**src/rtl/cpu_pkg.sv**
```systemverilog
// Shared encodings for the CPU run/debug controller: FSM states, halt reasons
// and the opcode field width.
package cpu_pkg;

    localparam int unsigned      OP_W        = 6;
    localparam logic [OP_W-1:0] HALT_OP_DEF = 6'b111111;

    typedef enum logic [2:0] {
        ST_RST_HOLD = 3'd0,
        ST_PAUSED   = 3'd1,
        ST_RUN      = 3'd2,
        ST_STEP     = 3'd3,
        ST_HALTED   = 3'd4
    } run_state_t;

    typedef enum logic [2:0] {
        HR_NONE   = 3'd0,
        HR_USER   = 3'd1,
        HR_BP     = 3'd2,
        HR_HALTOP = 3'd3,
        HR_WDOG   = 3'd4
    } halt_reason_t;

endpackage

```
**src/rtl/sat_counter.sv**
```systemverilog
// Up-counter that sticks at all-ones instead of wrapping; synchronous clear,
// asynchronous active-high reset.
module sat_counter #(
    parameter int unsigned W = 32
) (
    input  logic         clk,
    input  logic         rst,
    input  logic         clear,
    input  logic         inc,
    output logic [W-1:0] count
);

    always_ff @(posedge clk or posedge rst) begin
        if (rst) begin
            count <= '0;
        end else if (clear) begin
            count <= '0;
        end else if (inc && (count != '1)) begin
            count <= count + W'(1);
        end
    end

endmodule

```
**src/rtl/cpu_run_ctrl.sv**
```systemverilog
// Run/debug controller for the multi-cycle CPU: reset sequencing, core clock
// enable, RUN/STEP/HALT modes, breakpoint, halt opcode, watchdog and counters.
module cpu_run_ctrl
    import cpu_pkg::*;
#(
    parameter int unsigned      ADDR_W     = 32,
    parameter int unsigned      CNT_W      = 32,
    parameter int unsigned      RST_CYCLES = 4,
    parameter logic [OP_W-1:0] HALT_OP    = HALT_OP_DEF,
    parameter int unsigned      MAX_CYCLES = 0
) (
    input  logic              CLK,
    input  logic              RST,
    input  logic              run_req,
    input  logic              step_req,
    input  logic              halt_req,
    input  logic              bp_en,
    input  logic [ADDR_W-1:0] bp_addr,
    input  logic [ADDR_W-1:0] pc,
    input  logic [OP_W-1:0]   op,
    input  logic              pc_wre,
    output logic              core_rst,
    output logic              core_en,
    output logic [2:0]        state,
    output logic [2:0]        halt_reason,
    output logic [CNT_W-1:0]  cycle_cnt,
    output logic [CNT_W-1:0]  retire_cnt
);

    localparam int unsigned       HOLD_W    = $clog2(RST_CYCLES + 1);
    localparam logic [HOLD_W-1:0] HOLD_LAST = HOLD_W'(RST_CYCLES - 1);
    localparam logic [CNT_W-1:0]  WDOG_LAST = CNT_W'((MAX_CYCLES == 0) ? 0 : MAX_CYCLES - 1);

    run_state_t        cur;
    halt_reason_t      reason;
    logic [HOLD_W-1:0] hold_cnt;
    logic              user_pend;
    logic              at_fetch;
    logic              boundary;
    logic              user_halt;
    logic              bp_hit;
    logic              op_hit;
    logic              wdog_hit;

    // RUN and STEP are the only encodings with bit 1 set, so the enable is a
    // single flop output and cannot glitch.
    assign core_en     = cur[1];
    assign state       = cur;
    assign halt_reason = reason;

    assign boundary  = core_en && pc_wre;
    assign user_halt = user_pend || halt_req;
    assign bp_hit    = bp_en && (pc == bp_addr);
    assign op_hit    = (op == HALT_OP);
    assign wdog_hit  = (MAX_CYCLES != 0) && core_en && (cycle_cnt >= WDOG_LAST);

    // PC only shows the next instruction after the retiring edge, so the
    // breakpoint is tested on the first cycle of each instruction (at_fetch).
    always_ff @(posedge CLK or posedge RST) begin
        if (RST) begin
            cur       <= ST_RST_HOLD;
            reason    <= HR_NONE;
            hold_cnt  <= '0;
            user_pend <= 1'b0;
            at_fetch  <= 1'b0;
            core_rst  <= 1'b1;
        end else begin
            if (boundary) begin
                user_pend <= 1'b0;
                at_fetch  <= 1'b1;
            end else if (core_en) begin
                at_fetch <= 1'b0;
                if (halt_req) user_pend <= 1'b1;
            end

            case (cur)
                ST_RST_HOLD: begin
                    if (hold_cnt == HOLD_LAST) begin
                        cur      <= ST_PAUSED;
                        core_rst <= 1'b0;
                        at_fetch <= 1'b1;
                    end else begin
                        hold_cnt <= hold_cnt + HOLD_W'(1);
                    end
                end
                ST_PAUSED: begin
                    if (step_req || run_req) begin
                        if (bp_hit) begin
                            cur    <= ST_HALTED;
                            reason <= HR_BP;
                        end else begin
                            cur <= step_req ? ST_STEP : ST_RUN;
                        end
                    end
                end
                ST_RUN, ST_STEP: begin
                    if (wdog_hit) begin
                        cur    <= ST_HALTED;
                        reason <= HR_WDOG;
                    end else if (boundary && op_hit) begin
                        cur    <= ST_HALTED;
                        reason <= HR_HALTOP;
                    end else if (at_fetch && bp_hit) begin
                        cur    <= ST_HALTED;
                        reason <= HR_BP;
                    end else if (boundary && user_halt) begin
                        cur    <= ST_HALTED;
                        reason <= HR_USER;
                    end else if (boundary && ((cur == ST_STEP) || !run_req)) begin
                        cur <= ST_PAUSED;
                    end
                end
                default: ;
            endcase
        end
    end

    sat_counter #(.W(CNT_W)) u_cycle_cnt (
        .clk   (CLK),
        .rst   (RST),
        .clear (cur == ST_RST_HOLD),
        .inc   (core_en),
        .count (cycle_cnt)
    );

    sat_counter #(.W(CNT_W)) u_retire_cnt (
        .clk   (CLK),
        .rst   (RST),
        .clear (cur == ST_RST_HOLD),
        .inc   (boundary),
        .count (retire_cnt)
    );

endmodule

```
**config.mk**
```make
export PLATFORM = sky130hd
export DESIGN_NAME = cpu_run_ctrl
export DESIGN_NICKNAME = d
export VERILOG_FILES = /design/src/rtl/cpu_pkg.sv /design/src/rtl/sat_counter.sv /design/src/rtl/cpu_run_ctrl.sv
export SDC_FILE = /design/constraint.sdc
export NUM_CORES = 1
export LEC_CHECK = 0
export BUFFER_PORTS_ARGS = -buffer_cell sky130_fd_sc_hd__buf_2
export CAP_MARGIN = 15
export CORE_ASPECT_RATIO = 0.7
export CORE_UTILIZATION = 30
export DETAILED_ROUTE_END_ITERATION = 8
export GPL_ROUTABILITY_DRIVEN = 0
export MAX_ROUTING_LAYER = met4
export PLACE_DENSITY = 0.6
export SLEW_MARGIN = 20
export SYNTH_ARGS = -nofsm -noshare
export SYNTH_HDL_FRONTEND = slang
export SYNTH_SLANG_ARGS = --single-unit
```
**constraint.sdc**
```tcl
create_clock -name CLK -period 2.4 [get_ports CLK]
set_clock_uncertainty 0.2 [all_clocks]
set_input_delay 0.48 -clock CLK [delete_from_list [all_inputs] [get_ports CLK]]
set_output_delay 0.48 -clock CLK [all_outputs]
set_load 0.005 [all_outputs]
```
# Yosys cells after proc, flatten, opt, wreduce, memory -nomap -nowiden
# Cells that the tools add are included.
# classes
reduce_logical	25
n_eq_ne	13
bitwise_logic	1
n_addsub	3
mux	26
# ops
op	count
$mux 32	4
$add 32x1->32 const B	2
$ne 32x32->1 const B	2
$mux 3	12
$eq 32x32->1	1
$reduce_bool 2->1	5
$eq 3x2->1 const B	3
$pmux 3 s3	1
$logic_and 1x1->1	8
$mux 1	8
$reduce_and 4->1	2
$eq 6x6->1 const B	1
$ne 2x2->1 const B	3
$pmux 3 s2	1
$reduce_and 2->1	3
$ne 5x5->1 const B	1
$ne 4x4->1 const B	1
$add 3x1->3 const B	1
$eq 3x1->1 const B	1
$logic_not 3->1	1
$logic_or 1x1->1	3
$reduce_bool 3->1	1
$reduce_or 2->1	1
$logic_not 1->1	1
$not 1->1	1
# word_totals
regBits	76
elab_cells	76
out_inout_bits	72
inputBits	77

# Longest topological paths before layout
# depth
word_depth	8
depth_mapped	8
depth_no_buf	8

# Modules after synthesis
# Synthesis repeated with hierarchy kept, for this count alone.
# unflattened
cells_unflattened	493
area_unflattened_um2	4529.3
# modules_own_cells
mod	seq_area_each_um2	area_each_um2	instances	cells_each
sat_counter	800.8	1740.4	2	186
cpu_run_ctrl	276.5	1048.5	1	121

# Least setup slack after synthesis
# OpenSTA, ideal clock, no wires.
# synth_timing
path_kind	register -> register
start	reg u_cycle_cnt.count[0]
end	reg u_cycle_cnt.count[17]
setup_slack_ns	0.308
required_ns	2.068
n_path_buf	0
stages_incl_launch_ff	8
arrival_time_ns	1.760
setup_ns	0.132
period_less_slack_ns	2.092
cell_sequence	dfrtp_1 -> ha_1 -> nand3_1 -> nor3_1 -> a41oi_2 -> nand4_1 -> xor2_1 -> nor2_1
# synth_between
elab_chain_cells	3
elab_cells_between_ends	6
cone_classes	1 x add/sub; 1 x eq/ne; 2 x mux; 2 x reduce/logical
# synth_rtl
item	line_no	rtl
start: declaration	sat_counter.sv:10	output logic [W-1:0] count
start signal: assignment	sat_counter.sv:19	count <= count + W'(1);
$add 32x1->32 or $ne 32x32->1 (tied branches)	sat_counter.sv:19, sat_counter.sv:18	
$mux 32 or $logic_and 1x1->1 (tied branches)	sat_counter.sv:18	end else if (inc && (count != '1)) begin
$mux 32 or $reduce_bool 2->1 (tied branches)	--	
# Several ways; a longest one is shown, not always the timed one. The select of a mux whose other input is x is not followed.
# A chain may end at the register's enable or synchronous reset.

# Worst setup path in the final report
# layout_timing
start	reg u_cycle_cnt.count[13]
end	reg u_cycle_cnt.count[31]
# Same word-level chain as after synthesis.

==> results.json <==
{
  "status": "complete, no violations",
  "ys.flop_type": "dfrtp_1",
  "ioPinCount": 149,
  "startpoint_type": "flip-flop",
  "p_leak_nw": 2.898,
  "final_hold_viol_count": 0,
  "synthCells": 475,
  "hold_class": "primary input to flip-flop",
  "synth_edf_count": 0,
  "critPathArrivalTime_ns": 2.27,
  "min_from": "halt_req",
  "yosysWarnings": 0,
  "ant_nets": 0,
  "post-route-min-period_ns": 2.266,
  "ys_seq_area_share_pct": 42.51,
  "routed_wl_um": 12470,
  "synth_top_area_share_pct": 41.91,
  "synth_area_sq_um": 4418,
  "dieArea_sq_um": 15220,
  "grt_use_met2_pct": 26.85,
  "crit_path_start": "u_cycle_cnt.count[13]",
  "worstMarginPinSlew_ns": 0.5500,
  "maxCapViolations": 0,
  "grt_use_met1_pct": 22.25,
  "drcViolationCount": 0,
  "port-buffer-count": 147,
  "synthTopCellsByCount": "74 x dfrtp_1, 71 x nor2_1, 44 x xor2_1, 42 x nand3_1, 41 x xnor2_1",
  "hold_ws_ns": 0.2200,
  "top_usage_layer": "met2",
  "layout-drive-gt1-share_pct": 31.57,
  "slowest_stage": "nor4_4",
  "initial_core_util_pct": 31.24,
  "avgRoutedWirePerCell_um": 14.97,
  "fin_nets": 719,
  "rsz0062_at_grt": "false",
  "powerDensity_nw_per_um2": 643.6,
  "design_area_sq_um": 5822,
  "grt.overflow.total": 0,
  "root_buffer": "clkbuf_16",
  "dpl.cell_count": 816,
  "slew-limit-headroom_pct": 63.26,
  "core_area_sq_um": 14140,
  "timing.rr.start": "u_cycle_cnt.count[13]",
  "vias_per_cell": 4.908,
  "tns_ns": 0,
  "crit_family": "simple AND/OR/NAND/NOR gates",
  "worst_skew_pair.late_latency_ns": 0.34,
  "synthTopCellsByArea": "dfrtp_1 42%, xor2_1 8.7%, xnor2_1 8.1%",
  "yosysMostFrequentCell": "dfrtp_1",
  "period_share_pct": 94.41,
  "grt_pass1_wl_um": 20220,
  "diodes": 0,
  "clk_path_buf_depth": 2,
  "tritoncts": "built",
  "end_kind": "flip-flop",
  "htreeDepth": 3,
  "path_max_fanout": 5,
  "peakVddDrop_mv": 0.2766,
  "clock-sinks": 75,
  "yosys.cell_types.count": 55,
  "numCtsBuffers": 9,
  "synth_fp_nets": 556,
  "yosysTopAreaCell": "dfrtp_1",
  "clk_pin_slew_worst_paths_ns": 0.06,
  "drtIter0Drc": 214,
  "power_mw": 3.747,
  "worstPathRequired_ns": 2.41,
  "path_class": "flip-flop to flip-flop",
  "slowest_delay_ns": 0.53,
  "report.final.slew_viol_count": 0,
  "hpwl_um": 9557,
  "final-setup-viol-count": 0,
  "cp_num_buf_inv": 1,
  "path_cells": "nand3_2 > nor4_4 > buf_4 > nand4b_4 > nor4_2 > xnor2_1 > nor2_1",
  "grt_pass1_vias": 3963,
  "die_y_um": 103.5,
  "synthArstFlopShare_pct": 100.0,
  "grtUsageTotal_pct": 17.51,
  "die_w_um": 147.0,
  "grt_max_degree": 61,
  "first_pass_iters": 4,
  "ys_ff_latch": 75,
  "placed_area_sq_um": 5512,
  "antenna_found_initial": 0,
  "num_rows": 36,
  "area_growth_pct": 31.78,
  "stdcell_count": 833,
  "use_met3_pct": 4.670,
  "avgSynthCellArea_sq_um": 9.301,
  "vias": 4088,
  "n_fill_cell": 1443,
  "clock.fmax_mhz": 441.3
}
==> logic make-up after synthesis <==
logic type                 Yosys count  synth area share, %
muxes                                3               0.7363
adders and majority gates            4                1.133
other                                1              0.08488
xor gates and xnor gates            85                16.85
buffers and inverters               30                3.087
and+or+nand+nor                    237                29.34
DFF                                 75                42.51
AOI/OAI and AO/OA                   40                6.259
==> cell type report <==
class	count	area, sq um	area share, %
clock buffer	14	264.0	4.535
clock inverter	2	12.51	0.2149
inverter	12	48.80	0.8382
multi-input combinational	370	2432	41.78
sequential	75	1878	32.26
tap	190	237.7	4.083
timing repair buffer	170	948.4	16.29
==> power by group <==
group          leakage (nW)  total, mW  switching [mW]  internal, mW
Clock                 0.133       1.28           0.526         0.756
Sequential             1.00       1.61           0.185          1.42
Combinational          1.76      0.855           0.438         0.417
Total                  2.90       3.75            1.15          2.60
==> what timing repair did <==
item / in CTS / in global routing
gates resized for setup: 0 / 3
setup buffers: 0 / 0
endpoints found under the setup margin: 0 / 16
hold buffers: 1 / 0
hold endpoints to repair: 14 / 0
==> stage by stage <==
step / util [%] / setup slack, ns
floorplan: - / 0.3082
global placement: 38.97 / 0.02363
detailed placement: 38.97 / 0.03366
CTS: 40.99 / 0.08075
global route: 41.16 / 0.01104
finish: 41.16 / 0.1342
==> per-layer routing <==
layer | share of wire, % | routed length (um) | up-vias
li1 | - | - | 1986
met1 | 46 | 5791 | 1939
met2 | 46 | 5679 | 148
met3 | 5.8 | 727 | 15
met4 | 2.1 | 268 | 0
met5 | 0 | 0 | -
==> worst paths after layout <==
kind                       cells past startpoint                     end  slack, ns
setup / recovery                               7   u_cycle_cnt.count[31]       0.13
min in group asynchronous                      3  u_retire_cnt.count[28]       0.54
hold / removal                                 3               user_pend       0.22
max in group asynchronous                      4    u_cycle_cnt.count[4]       0.93
hold reg to reg                                1             hold_cnt[0]       0.28
setup reg to reg                               7   u_cycle_cnt.count[31]       0.13
==> state kept, by name, summed over array words and instances, names as in the netlist <==
name	count
at_fetch	1
core_rst	1
halt_reason	2
hold_cnt	3
state	3
u_cycle_cnt.count	32
u_retire_cnt.count	32
user_pend	1
==> cells in the final DEF (no fill, tap or decap), types with 17 or more instances in the layout <==
| master | count |
|---|---|
| nand4_1 | 25 |
| dfrtp_1 | 74 |
| nor2_1 | 71 |
| and3_1 | 17 |
| nand3_1 | 42 |
| xor2_1 | 44 |
| nand2_1 | 30 |
| buf_4 | 19 |
| buf_2 | 147 |
| xnor2_1 | 41 |
==> tightest hold or removal path, delay by kind of cell <==
kind / cells / cell delay, ns
buffers and inverters: 1 / 0.10
and+or+nand+nor: 1 / 0.08
AOI/OAI and AO/OA: 1 / 0.06
(Power assumes the default switching activity.)
